--- src/rtl/button_pkg.sv ---
// Shared types and default timing constants for the push-button conditioning path.
package button_pkg;

    typedef enum logic [1:0] {
        IDLE         = 2'd0,
        PRESS_WAIT   = 2'd1,
        HELD         = 2'd2,
        RELEASE_WAIT = 2'd3
    } btn_state_t;

    localparam int DEBOUNCE_50MHZ_10MS   = 500000;
    localparam int REPEAT_DELAY_DEFAULT  = 25000000;
    localparam int REPEAT_PERIOD_DEFAULT = 10000000;

    // Maps the synchronized pin onto "1 = pressed" regardless of board wiring.
    function automatic logic normalize_btn(input logic pin, input logic active_low);
        return active_low ? ~pin : pin;
    endfunction

endpackage

--- src/rtl/sync_2ff.sv ---
// Two-flop synchronizer for a single asynchronous input; RESET_VAL is the level loaded on reset.
module sync_2ff #(
    parameter logic RESET_VAL = 1'b0
) (
    input  logic clk,
    input  logic reset,
    input  logic d_i,
    output logic q_o
);

    logic meta_q;
    logic sync_q;

    always_ff @(posedge clk) begin
        if (reset) begin
            meta_q <= RESET_VAL;
            sync_q <= RESET_VAL;
        end else begin
            meta_q <= d_i;
            sync_q <= meta_q;
        end
    end

    assign q_o = sync_q;

endmodule

--- src/rtl/button_conditioner.sv ---
// Debounces one raw push-button into a clean level and a one-cycle press pulse.
// Define AUTO_REPEAT_EN to add hold-to-repeat pulses while the button stays held.
module button_conditioner
    import button_pkg::*;
#(
    parameter int DEBOUNCE_CYCLES = DEBOUNCE_50MHZ_10MS,
    parameter int ACTIVE_LOW      = 1,
    parameter int REPEAT_DELAY    = REPEAT_DELAY_DEFAULT,
    parameter int REPEAT_PERIOD   = REPEAT_PERIOD_DEFAULT
) (
    input  logic clk,
    input  logic reset,
    input  logic button_raw,
    output logic pressed,
    output logic press_pulse
);

    localparam int CNT_W = $clog2(DEBOUNCE_CYCLES + 1);
    localparam logic [CNT_W-1:0] CNT_LAST = CNT_W'(DEBOUNCE_CYCLES - 1);
    localparam logic RELEASED_LEVEL = (ACTIVE_LOW != 0) ? 1'b1 : 1'b0;

    // Repeat parameters are range-checked even in builds that ignore them.
    if (DEBOUNCE_CYCLES < 1 || REPEAT_DELAY < 1 || REPEAT_PERIOD < 1) begin : g_bad_params
        $error("button_conditioner: DEBOUNCE_CYCLES, REPEAT_DELAY and REPEAT_PERIOD must be >= 1");
    end

    logic       pin_sync;
    logic       btn;
    btn_state_t state_q, state_d;
    logic [CNT_W-1:0] cnt_q, cnt_d;
    logic       pressed_q;
    logic       pulse_q;
    logic       accept_press;
    logic       rep_fire;

    sync_2ff #(
        .RESET_VAL (RELEASED_LEVEL)
    ) u_sync (
        .clk   (clk),
        .reset (reset),
        .d_i   (button_raw),
        .q_o   (pin_sync)
    );

    assign btn = normalize_btn(pin_sync, ACTIVE_LOW != 0);

    // Any state change or disagreeing sample leaves cnt_d at its zero default.
    always_comb begin
        state_d = state_q;
        cnt_d   = '0;
        case (state_q)
            IDLE: begin
                if (btn) state_d = PRESS_WAIT;
            end
            PRESS_WAIT: begin
                if (!btn)                  state_d = IDLE;
                else if (cnt_q == CNT_LAST) state_d = HELD;
                else                       cnt_d   = cnt_q + CNT_W'(1);
            end
            HELD: begin
                if (!btn) state_d = RELEASE_WAIT;
            end
            RELEASE_WAIT: begin
                if (btn)                   state_d = HELD;
                else if (cnt_q == CNT_LAST) state_d = IDLE;
                else                       cnt_d   = cnt_q + CNT_W'(1);
            end
            default: state_d = IDLE;
        endcase
    end

    assign accept_press = (state_q == PRESS_WAIT) && (state_d == HELD);

`ifdef AUTO_REPEAT_EN
    localparam int REP_MAX = (REPEAT_DELAY > REPEAT_PERIOD) ? REPEAT_DELAY : REPEAT_PERIOD;
    localparam int REP_W   = $clog2(REP_MAX + 1);
    localparam logic [REP_W-1:0] DELAY_LAST  = REP_W'(REPEAT_DELAY - 1);
    localparam logic [REP_W-1:0] PERIOD_LAST = REP_W'(REPEAT_PERIOD - 1);

    logic [REP_W-1:0] rep_q, rep_d;
    logic             rep_armed_q, rep_armed_d;

    // Release bounce (HELD <-> RELEASE_WAIT) freezes the count instead of clearing it.
    always_comb begin
        rep_d       = rep_q;
        rep_armed_d = rep_armed_q;
        rep_fire    = 1'b0;
        if (accept_press || state_d == IDLE) begin
            rep_d       = '0;
            rep_armed_d = 1'b0;
        end else if (state_q == HELD && state_d == HELD) begin
            if (rep_q == (rep_armed_q ? PERIOD_LAST : DELAY_LAST)) begin
                rep_fire    = 1'b1;
                rep_d       = '0;
                rep_armed_d = 1'b1;
            end else begin
                rep_d = rep_q + REP_W'(1);
            end
        end
    end

    always_ff @(posedge clk) begin
        if (reset) begin
            rep_q       <= '0;
            rep_armed_q <= 1'b0;
        end else begin
            rep_q       <= rep_d;
            rep_armed_q <= rep_armed_d;
        end
    end
`else
    assign rep_fire = 1'b0;
`endif

    always_ff @(posedge clk) begin
        if (reset) begin
            state_q   <= IDLE;
            cnt_q     <= '0;
            pressed_q <= 1'b0;
            pulse_q   <= 1'b0;
        end else begin
            state_q   <= state_d;
            cnt_q     <= cnt_d;
            pressed_q <= (state_d == HELD) || (state_d == RELEASE_WAIT);
            pulse_q   <= accept_press || rep_fire;
        end
    end

    assign pressed     = pressed_q;
    assign press_pulse = pulse_q;

endmodule

--- config.mk ---
export PLATFORM = sky130hd
export DESIGN_NAME = button_conditioner
export DESIGN_NICKNAME = d
export VERILOG_FILES = /design/src/rtl/button_pkg.sv /design/src/rtl/sync_2ff.sv /design/src/rtl/button_conditioner.sv
export SDC_FILE = /design/constraint.sdc
export NUM_CORES = 1
export LEC_CHECK = 0
export BUFFER_PORTS_ARGS = -buffer_cell sky130_fd_sc_hd__buf_2
export CAP_MARGIN = 20
export CORE_MARGIN = 2
export CORE_UTILIZATION = 51
export DETAILED_ROUTE_END_ITERATION = 8
export PLACE_DENSITY = 0.66
export SYNTH_ARGS = -nofsm -noshare
export SYNTH_HDL_FRONTEND = slang
export SYNTH_HIERARCHICAL = 1
export SYNTH_SLANG_ARGS = --single-unit
--- constraint.sdc ---
create_clock -name clk -period 2.4 [get_ports clk]
set_input_delay 0.48 -clock clk [delete_from_list [all_inputs] [get_ports clk]]
set_output_delay 0.48 -clock clk [all_outputs]
set_load 0.05 [all_outputs]
Word level (Yosys, flattened, before mapping)
Index checks and enable logic that the tools add are counted.

Logic and storage cells: 27. Register bits after elaboration: 25.

Add/subtract/negate cells: 1. Equality and inequality tests: 6. Mux-type cells: 11. Reduce and logical (&&, ||, !) cells: 3.

Operators by type and width (count): $mux W19 (3); $pmux W19 S2 (1); $add A19 B1 Y19 const B (1); $eq A19 B19 Y1 const B (1); $mux W2 (6); $eq A2 B2 Y1 const B (4); $pmux W2 S4 (1); $eq A2 B1 Y1 const B (1); $logic_not A2 Y1 (1); $logic_and A1 B1 Y1 (1); $logic_or A1 B1 Y1 (1).

Depth between registers and ports, before layout
Gate-level depths: netlist (run 1).

Depth after elaboration: 6. Mapped depth: 7.

Cells and area by module
The synthesis (run 1) kept the hierarchy.

By module, submodules not included: button_conditioner (times used 1, cells an instance 112, area each 1007.2 um2, seq. area each 460.4 um2); sync_2ff (times used 1, cells an instance 4, area each 52.6 um2, seq. area each 40.0 um2).

Worst setup path after synthesis (run 1)
Ideal clock, no wire load.

Kind: reg-to-reg. Start: reg cnt_q[0]. End: reg cnt_q[10]. Arrival: 1.552 ns. Data required time: 2.272 ns. Setup slack: 0.720 ns. Stages on the path, launching flop included: 8. Clock period less this slack: 1.680 ns. Path buffers: 2. Path through: dfxtp_1 ha_1 nand4_1 nor2_1 a21o_1 clkbuf_1 clkbuf_1 nor2_1.

Cells in the longest elaborated chain, start to end: 4.

RTL lines: start: declaration (line button_conditioner.sv:30) `logic [CNT_W-1:0] cnt_q, cnt_d;`; start signal: assignment (line button_conditioner.sv:123) `cnt_q <= cnt_d;`; $add A19 B1 Y19 or $eq A19 B19 Y1 (tied branches); $mux W19 (*) (line button_conditioner.sv:57, button_conditioner.sv:65); $mux W19 (on tied branches) (line button_conditioner.sv:64, button_conditioner.sv:56); $pmux W19 S2 (*) (line button_conditioner.sv:51) `case (state_q)`.

Mark *: on every way between the ends. The rest lies on a longest branch, timed or not. A chain may end at the register's enable or synchronous reset.

Worst setup path after layout (run 1)
Start: reg cnt_q[5]. End: reg cnt_q[17].

The elaborated chain is that of the path after synthesis.

==> impl_metrics.py, run 1 <==
metrics = {
    "clock_network": {
        "cts_made_buffers": 3,
        "clockBufferDepth": 2,
        "htree_num_levels": 1,
        "cts_tree": "done",
        "cts_root_buf": "clkbuf_4",
        "ctsHoldBuffers": 0,
        "cts.clk_slew.worst_paths_ns": 0.13,
        "clkLatencyLatePin_ns": 0.31,
        "post_cts_resized": 0,
        "clkSinkCount": 25,
        "postCtsSetupBuffers": 0,
    },
    "die": {
        "die-height_um": 49.59,
        "io_pins": 5,
        "fp-row-count": 16,
        "initial_utilization_pct": 54.02,
        "die-area_mm2": 0.002459,
        "die_w_um": 49.59,
        "core-area_mm2": 0.001962,
    },
    "grt": {
        "grt_pass1_vias": 757,
        "grt_use_total_pct": 15.93,
        "grt_overflow": 0,
        "grt_antenna_before_repair": 0,
        "grt_max_degree": 18,
        "grt_pass1_wl_mm": 3.077,
    },
    "critical_path": {
        "crit_path_start": "cnt_q[5]",
        "cp_top_family": "simple AND/OR/NAND/NOR gates",
        "worstSetupStartpointType": "register",
        "cp.arrival_ns": 2.08,
        "crit_slowest_cell": "or3_1",
        "crit_chain": "nand4_4, or3_1, or4_1, a21oi_1",
        "critPathCaptureType": "register",
        "rrSetupSlack_ns": 0.56,
        "criticalPathCategory": "register to register",
        "rr_endpoint": "cnt_q[17]",
        "crit_path_end": "cnt_q[17]",
        "path_depth": 4,
        "critPathBufInv": 0,
        "max_stage_delay_ns": 0.51,
        "cp.required_ns": 2.64,
        "crit_fanout": 8,
        "r2r-start": "cnt_q[5]",
        "rr_worst_depth": 4,
    },
    "synth": {
        "async_flop_share_pct": 0,
        "synth_edf_count": 0,
        "netlist_area_mm2": 0.001060,
        "yosysSeqAreaShare_pct": 47.23,
        "synth_fp_nets": 120,
        "synthDistinctLibCells": 31,
        "synth_commonest_cells": "dfxtp_1, nor2_1, xnor2_1",
        "synth-seq-cells": 25,
        "ys_top_cells_by_area": "dfxtp_1, xnor2_1, nor2_1",
        "synth.avg_cell_area_um2": 9.136,
        "synth_top_area_cell": "dfxtp_1",
        "yosysWarnings": 6,
        "synth_flop_cell": "dfxtp_1",
        "yosysTopAreaCellShare_pct": 47.23,
        "netlist_instances": 116,
        "synth_most_common_cell": "dfxtp_1",
    },
    "sta": {
        "rsz0062_at_grt": "false",
        "slew_headroom_pct": 64.94,
        "slew_violations": 0,
        "clock.fmax_ghz": 0.5433,
        "worst_slack_ns": 0.5593,
        "finalClockSkew_ns": 0.003695,
        "final-hold-violation-count": 0,
        "setup_violations": 0,
        "period_share_pct": 76.70,
        "fin_crit_ns": 1.841,
        "fin_tns_setup_ns": 0,
        "worst_slew_pin_slew_ns": 0.5259,
    },
    "power_and_ir_drop": {
        "powerDensity_mw_per_mm2": 533.3,
        "p_sw_share_pct": 19.88,
        "power_switching_mw": 0.1196,
        "power_frac_clock_pct": 29.6,
        "leakagePower_nw": 0.3523,
        "power_frac_comb_pct": 0.9,
        "pwr-share-seq_pct": 69.4,
        "p_int_mw": 0.4822,
        "ir_drop_mv": 0.2848,
    },
    "drt": {
        "drt_iter0_markers": 33,
        "ant_nets": 0,
        "vias": 799,
        "firstDrtPassIters": 4,
        "drc": 0,
        "avgRoutedWirePerCell_um": 11.63,
        "vias_per_cell": 5.399,
        "routed_wl_mm": 1.721,
    },
    "placed_design": {
        "gp_congestion": 0.8100,
        "pre_cts_slack_ns": 0.5930,
        "hpwl_mm": 1.277,
        "portBuffers": 4,
    },
    "final_layout": {
        "area_growth_pct": 6.493,
        "nNetsFinal": 126,
        "drive_gt1_share_pct": 10.74,
        "fillCellCount": 196,
        "antenna_cells": 0,
    },
    "flow_run": {
        "maxCapViolCount": 0,
    },
    "hold_path": {
        "hold_class": "input port to register",
    },
    "run_status": {
        "outcome": "complete, no violations",
    },
}
[sequential cells by signal, summed over array words and instances, names as in the netlist]
name	cells
cnt_q	19
press_pulse	1
pressed	1
state_q	2
u_sync/meta_q	1
u_sync/q_o	1
[power by group through the flow]
stage                     Combinational [mW]  Clock, mW  Sequential [mW]
final                                0.00567      0.178            0.418
after global routing                 0.00640      0.204            0.419
after CTS                            0.00577      0.187            0.418
after detailed placement             0.00574          0            0.427
after global placement               0.00557          0            0.427
after floorplan                      0.00285          0            0.427
[cell families (layout without fill, tap and decap cells)]
kind of cell,after synthesis,after routing,share of synthesized area [%]
adder cells (fa/ha/maj),1,1,1.180
XOR/XNOR,14,14,11.57
AO/OA/AOI/OAI,8,8,4.369
flip-flops,25,25,47.23
AND/OR/NAND/NOR,59,59,30.93
buffers and inverters,7,12,2.597
multiplexers,2,2,2.125
[routing by layer]
metal / vias up / global-route usage [%] / wire (um) / share of wire [%]
li1: 411 / - / - / -
met1: 372 / 20.19 / 849 / 49
met2: 12 / 27.78 / 799 / 46
met3: 4 / 2.727 / 51 / 3.0
met4: 0 / 4.167 / 20 / 1.2
met5: - / 0 / 0 / 0
[how the worst min path moves through the flow]
stage	endpoint	slack (ns)	start	depth (start not counted)
2_1_floorplan	u_sync/q_o	0.38	u_sync/meta_q	1
3_3_place_gp	u_sync/q_o	0.39	u_sync/meta_q	1
3_5_place_dp	u_sync/q_o	0.39	u_sync/meta_q	1
4_1_cts	u_sync/meta_q	0.34	button_raw	2
5_1_grt	u_sync/meta_q	0.32	button_raw	2
6_report	u_sync/meta_q	0.35	button_raw	2
[worst register-to-register path, cell delays in order (launching register included)]
cell and delay [ns]:
dfxtp_1 0.50, nand4_4 0.18, or3_1 0.51, or4_1 0.44
a21oi_1 0.15
[per-stage QoR]
step                area (um2)  util (%)  hold WS (ns)  total power, mW  std cells
floorplan                 1060         -        0.3832           0.4299        116
global placement          1101     56.12        0.3865           0.4328        144
detailed placement        1101     56.12        0.3871           0.4330        144
CTS                       1129     57.53        0.3402           0.6112        148
global route              1129     57.53        0.3212           0.6295        148
finish                    1129     57.53        0.3454           0.6019        148
[cell usage in the layout (no fill, tap or decap), types with 3 or more instances in the layout]
cell      instances
a21oi_1           3
buf_2             4
clkbuf_4          3
dfxtp_1          25
inv_1             4
nand2_1           8
nand3_1           4
nand4_1           3
nor2_1           17
nor3_1            3
nor4_1            5
or3_1             4
xnor2_1           9
xor2_1            5
[cell type report]
type	count	area [um2]	area share, %
inverters	4	15.01	1.330
flip-flops and latches	25	500.5	44.35
well taps	27	33.78	2.993
repair buffers	4	20.02	1.774
clock buffers	3	22.52	1.996
clock inverters	1	5.005	0.4435
multi-input cells	84	531.8	47.12
No activity file was read; power rests on OpenSTA's default activity.
==> run 2, diff against run 1 <==
clock period = 1.74 ns   (was 2.4 ns; I/O delays follow)
==> run 2 against run 1 <==
Net effect: core utilization grew 2.8 points; sequential share of layout area decreased by 1.9 points; maximum frequency grew 13%; first-iteration DRC count down 82%; hold slack lost 0.15 ns; wire length up 5.9%; global-route usage rose by 0.97 points; critical path depth is the same; clock skew rose by 0.0030 ns; clock power up 42%; sequential cell count unchanged; sequential power is 38% higher; critical path type unchanged; largest power group unchanged; highest routed layer unchanged.
==> impl_metrics.py, run 2 (synthesis gave the netlist of run 1 again) <==
metrics = {
    "sta": {
        "slew_violations": 0,
        "finalClockSkew_ns": 0.006711,
        "worst_slew_pin_slew_ns": 0.3551,
        "period_share_pct": 93.39,
        "fin_crit_ns": 1.625,
        "holdWs_ns": 0.1971,
        "slew_headroom_pct": 76.11,
        "fin_tns_setup_ns": 0,
        "rsz0062_at_grt": "false",
        "worst_slack_ns": 0.1149,
        "setup_violations": 0,
        "final-hold-violation-count": 0,
        "clock.fmax_ghz": 0.6154,
    },
    "die": {
        "io_pins": 5,
        "core-area_mm2": 0.001962,
        "die-area_mm2": 0.002459,
        "die-height_um": 49.59,
        "fp-row-count": 16,
        "initial_utilization_pct": 54.02,
        "die_w_um": 49.59,
    },
    "clock_network": {
        "cts_made_buffers": 3,
        "clkLatencyLatePin_ns": 0.32,
        "clkSinkCount": 25,
        "cts.clk_slew.worst_paths_ns": 0.13,
        "ctsHoldBuffers": 0,
        "cts_tree": "done",
        "clockBufferDepth": 2,
        "htree_num_levels": 1,
        "cts_root_buf": "clkbuf_4",
    },
    "final_layout": {
        "drive_gt1_share_pct": 18.11,
        "largest_reg_flops": 19,
        "area_growth_pct": 11.69,
        "largestRegisters": "cnt_q: 19 flops, state_q: 2 flops",
        "antenna_cells": 0,
        "nNetsFinal": 132,
        "regMostFlops": "cnt_q",
        "fin_cells": 154,
        "final_common_cell": "dfxtp_1",
        "mostFrequentLayoutCells": "dfxtp_1, nor2_1, xnor2_1",
    },
    "drt": {
        "routed_wl_mm": 1.822,
        "vias": 812,
        "drt_iter0_markers": 6,
        "firstDrtPassIters": 4,
        "avgRoutedWirePerCell_um": 11.83,
        "ant_nets": 0,
        "vias_per_cell": 5.273,
        "drc": 0,
    },
    "placed_design": {
        "hpwl_mm": 1.341,
        "pre_cts_slack_ns": 0.04021,
        "gp_congestion": 0.8480,
        "portBuffers": 4,
        "place_inst": 150,
    },
    "critical_path": {
        "critPathCaptureType": "register",
        "criticalPathCategory": "register to register",
        "cp.required_ns": 1.99,
        "cp.arrival_ns": 1.88,
        "rr_worst_depth": 4,
        "worstSetupStartpointType": "register",
        "rr_endpoint": "cnt_q[17]",
        "crit_fanout": 8,
        "r2r-start": "cnt_q[9]",
        "rrSetupSlack_ns": 0.11,
    },
    "hold_path": {
        "min_to": "u_sync/meta_q",
        "hold_path.startpoint": "button_raw",
        "hold_class": "input port to register",
        "whs_path_depth": 2,
    },
    "power_and_ir_drop": {
        "pwr-share-seq_pct": 68.9,
        "p_int_mw": 0.6656,
        "total_power_mw": 0.8366,
        "power_frac_clock_pct": 30.1,
        "power_frac_comb_pct": 1.0,
        "powerDensity_mw_per_mm2": 706.8,
        "leakagePower_nw": 0.3768,
        "ir_drop_mv": 0.3972,
        "power_switching_mw": 0.1710,
        "p_sw_share_pct": 20.44,
    },
    "grt": {
        "grt_overflow": 0,
        "grt_pass1_wl_mm": 3.222,
        "grt_max_degree": 15,
        "grt_pass1_vias": 754,
        "grt_antenna_before_repair": 0,
        "grt_use_total_pct": 16.90,
    },
    "flow_run": {
        "maxCapViolCount": 0,
    },
    "run_status": {
        "outcome": "complete, no violations",
    },
}
## run 2: changes by cell type in the layout (fill, tap and decap cells not counted), sizes merged
| cell | before | now |
|---|---|---|
| buf | 4 | 10 |
## run 2: cell type report
| type | instances | area (um2) |
|---|---|---|
| Inverter | 4 | 15.01 |
| Clock inverter | 1 | 5.005 |
| Tap cell | 27 | 33.78 |
| Multi-Input combinational cell | 84 | 539.3 |
| Clock buffer | 3 | 22.52 |
| Timing Repair Buffer | 10 | 65.06 |
| Sequential cell | 25 | 503.0 |
| Fill cell | 184 | 778.2 |
## run 2: worst max path at each step
| stage | from | to | slack, ns | depth (start not counted) |
|---|---|---|---|---|
| 6_report | cnt_q[9] | cnt_q[17] | 0.11 | 4 |
| 5_1_grt | cnt_q[0] | cnt_q[18] | 0.004 | 5 |
| 4_1_cts | cnt_q[5] | cnt_q[17] | 0.02 | 4 |
| 3_5_place_dp | cnt_q[6] | cnt_q[17] | 0.04 | 4 |
| 3_3_place_gp | cnt_q[6] | cnt_q[17] | 0.12 | 4 |
| 2_1_floorplan | cnt_q[0] | cnt_q[10] | 0.06 | 7 |
## run 2: metrics by stage
step	cell area (um2)	util (%)
floorplan	1060	-
global placement	1146	58.42
detailed placement	1146	58.42
CTS	1174	59.82
global route	1184	60.33
finish	1184	60.33
## run 2: metal layers
| metal | up-vias | track usage (%) | routed length (um) |
|---|---|---|---|
| met4 | 0 | 8.333 | 29 |
| met2 | 7 | 26.67 | 856 |
| met1 | 378 | 22.33 | 901 |
| met5 | - | 0 | 0 |
| li1 | 423 | - | - |
| met3 | 4 | 2.727 | 34 |
## run 2: timing repair
item                       4_1_cts  5_1_grt
setup endpoints to repair        0        3
setup buffers                    0        0
gates resized for setup          0        4
hold endpoints to repair         0        0
## run 2: critical path, stage by stage (launching register included)
cell	delay, ns
dfxtp_1	0.43
nand4_1	0.17
or3_4	0.40
or4_1	0.41
a21oi_1	0.15
## run 2: power groups by stage
stage	Clock, mW	Sequential, mW	Combinational [mW]
after global placement	0	0.589	0.00786
after detailed placement	0	0.589	0.00798
final	0.252	0.576	0.00809
after global routing	0.287	0.577	0.00944
after floorplan	0	0.589	0.00394
after CTS	0.262	0.577	0.00809
==> run 3, diff against run 2 <==
ABC_AREA = 1   (was default)
SETUP_SLACK_MARGIN = 0.4   (was default)
==> run 3 against run 2 <==
Net effect: core utilization rose by 2.5 points; largest power group unchanged; critical path depth rose by 4; sequential power barely moved.
==> impl_metrics.py, run 3 <==
metrics = {
    "critical_path": {
        "crit_slowest_cell": "dfxtp_2",
        "worstSetupStartpointType": "register",
        "rr_worst_depth": 8,
        "cp.arrival_ns": 1.55,
        "crit_chain": "ha_4, nand2_4, nor2_4, inv_2, nor2_4, nand3_4, nand2_4, nor2_1",
        "cp.required_ns": 1.97,
        "crit_fanout": 8,
        "critPathCaptureType": "register",
        "crit_path_end": "cnt_q[0]",
        "rrSetupSlack_ns": 0.42,
        "criticalPathCategory": "register to register",
        "max_stage_delay_ns": 0.38,
        "crit_path_start": "cnt_q[0]",
        "rr_endpoint": "cnt_q[0]",
        "r2r-start": "cnt_q[0]",
    },
    "run_status": {
        "outcome": "complete, no violations",
    },
    "synth": {
        "ys_top_cells_by_area": "dfxtp_1, nand2_1, nor2_1",
        "yosysWarnings": 6,
        "netlist_instances": 181,
        "synth-seq-cells": 25,
        "synthDistinctLibCells": 21,
        "synth_flop_cell": "dfxtp_1",
        "netlist_area_mm2": 0.001214,
        "synth_fp_nets": 185,
        "yosysSeqAreaShare_pct": 41.24,
        "synth_top_area_cell": "dfxtp_1",
        "yosysTopAreaCellShare_pct": 41.24,
        "synth_edf_count": 0,
        "synth_commonest_cells": "nand2_1, nor2_1, inv_1",
        "synth_most_common_cell": "nand2_1",
        "synth.avg_cell_area_um2": 6.705,
        "async_flop_share_pct": 0,
    },
    "power_and_ir_drop": {
        "p_int_mw": 0.6696,
        "ir_drop_mv": 0.5800,
        "power_frac_comb_pct": 1.4,
        "power_switching_mw": 0.1818,
        "power_frac_clock_pct": 30.8,
        "total_power_mw": 0.8515,
        "p_sw_share_pct": 21.35,
        "powerDensity_mw_per_mm2": 607.1,
        "leakagePower_nw": 0.4878,
        "pwr-share-seq_pct": 67.8,
    },
    "grt": {
        "grt_antenna_before_repair": 0,
        "grt_pass1_wl_mm": 4.188,
        "grt_overflow": 0,
        "grt_use_total_pct": 20.61,
        "grt_pass1_vias": 1005,
        "grt_max_degree": 14,
    },
    "sta": {
        "holdWs_ns": 0.1840,
        "setup_violations": 0,
        "slew_headroom_pct": 77.27,
        "finalClockSkew_ns": 0.005153,
        "slew_violations": 0,
        "worst_slew_pin_slew_ns": 0.3384,
        "rsz0062_at_grt": "true",
        "fin_tns_setup_ns": 0,
        "clock.fmax_ghz": 0.7571,
        "fin_crit_ns": 1.321,
        "final-hold-violation-count": 0,
        "worst_slack_ns": 0.4191,
        "period_share_pct": 75.91,
    },
    "drt": {
        "drc": 0,
        "routed_wl_mm": 2.416,
        "firstDrtPassIters": 4,
        "vias_per_cell": 5.134,
        "ant_nets": 0,
        "drt_iter0_markers": 26,
        "vias": 1114,
        "avgRoutedWirePerCell_um": 11.13,
    },
    "final_layout": {
        "largestRegisters": "cnt_q: 19 flops, state_q: 2 flops",
        "antenna_cells": 0,
        "fin_cells": 217,
        "mostFrequentLayoutCells": "nand2_1, nor2_1, inv_1",
        "nNetsFinal": 194,
        "area_growth_pct": 15.57,
        "final_common_cell": "nand2_1",
        "drive_gt1_share_pct": 22.22,
        "regMostFlops": "cnt_q",
        "utilization_pct": 62.80,
        "final_area_mm2": 0.001403,
        "largest_reg_flops": 19,
    },
    "die": {
        "io_pins": 5,
        "die-height_um": 52.78,
        "initial_utilization_pct": 54.34,
        "die_w_um": 52.78,
        "core-area_mm2": 0.002233,
        "fp-row-count": 17,
        "die-area_mm2": 0.002786,
    },
    "placed_design": {
        "hpwl_mm": 1.741,
        "gp_congestion": 0.8911,
        "place_area_mm2": 0.001267,
        "pre_cts_slack_ns": 0.3121,
        "place_inst": 211,
        "portBuffers": 4,
    },
    "clock_network": {
        "cts_root_buf": "clkbuf_4",
        "clkSinkCount": 25,
        "htree_num_levels": 1,
        "cts_tree": "done",
        "clockBufferDepth": 2,
        "ctsHoldBuffers": 0,
        "clkLatencyLatePin_ns": 0.32,
        "cts_made_buffers": 3,
        "cts.clk_slew.worst_paths_ns": 0.14,
    },
    "flow_run": {
        "maxCapViolCount": 0,
    },
    "hold_path": {
        "hold_class": "input port to register",
    },
}
-- run 3: changes by cell type after synthesis, sizes merged, moves of 2 or more --
cell / previous run / this run
inv: 4 / 28
or3: 4 / 0
nand3b: 2 / 0
nor3: 3 / 8
nand2: 8 / 42
xnor2: 9 / 1
nor4: 5 / 0
clkbuf: 2 / 0
nor2: 17 / 41
nor4b: 2 / 0
mux2: 2 / 0
or2: 4 / 1
nand3: 4 / 17
-- run 3: final cells by class --
class	count	area, um2
Timing Repair Buffer	5	27.53
Clock buffer	4	26.28
Multi-Input combinational cell	127	699.4
Inverter	28	105.1
Fill cell	206	830.8
Sequential cell	25	509.2
Tap cell	28	35.03
-- run 3: power by group through the flow --
| stage | Clock, mW | Combinational [mW] | Sequential, mW |
|---|---|---|---|
| finish | 0.263 | 0.0118 | 0.577 |
| global route | 0.292 | 0.0137 | 0.578 |
| CTS | 0.266 | 0.0113 | 0.577 |
| detailed placement | 0 | 0.0109 | 0.590 |
| global placement | 0 | 0.0105 | 0.590 |
| floorplan | 0 | 0.00721 | 0.589 |
-- run 3: logic make-up after synthesis --
logic type,Yosys count,synth area share [%]
AOI/OAI and AO/OA,7,2.886
xor gates and xnor gates,5,3.608
adders and majority gates,1,1.031
buffers and inverters,30,9.999
DFF,25,41.24
and+or+nand+nor,113,41.24
-- run 3: worst min-delay path by stage --
stage | startpoint | depth (start not counted) | to
CTS | button_raw | 3 | u_sync/meta_q
detailed placement | u_sync/meta_q | 2 | u_sync/q_o
finish | button_raw | 3 | u_sync/meta_q
floorplan | u_sync/meta_q | 2 | u_sync/q_o
global route | button_raw | 3 | u_sync/meta_q
global placement | u_sync/meta_q | 2 | u_sync/q_o
-- run 3: worst max-delay path: cells and delay by family (launching register included) --
kind	cells	cell delay, ns
adders and majority gates	1	0.14
buffers and inverters	1	0.07
DFF	1	0.38
and+or+nand+nor	6	0.63
-- run 3: layer usage --
layer,up-vias,part of all wire (%),track usage (%)
li1,575,-,-
met1,518,48,26.82
met4,0,1.3,7.692
met2,16,48,33.96
met5,-,0,0
met3,5,2.7,3.429
-- run 3: repair_timing --
| action | 4_1_cts | 5_1_grt |
|---|---|---|
| gates resized for setup | 6 | 21 |
| endpoints found under the setup margin | 20 | 22 |
| gates cloned | 1 | 0 |
| buffers inserted | 1 | 0 |
| pin swaps | 3 | 3 |
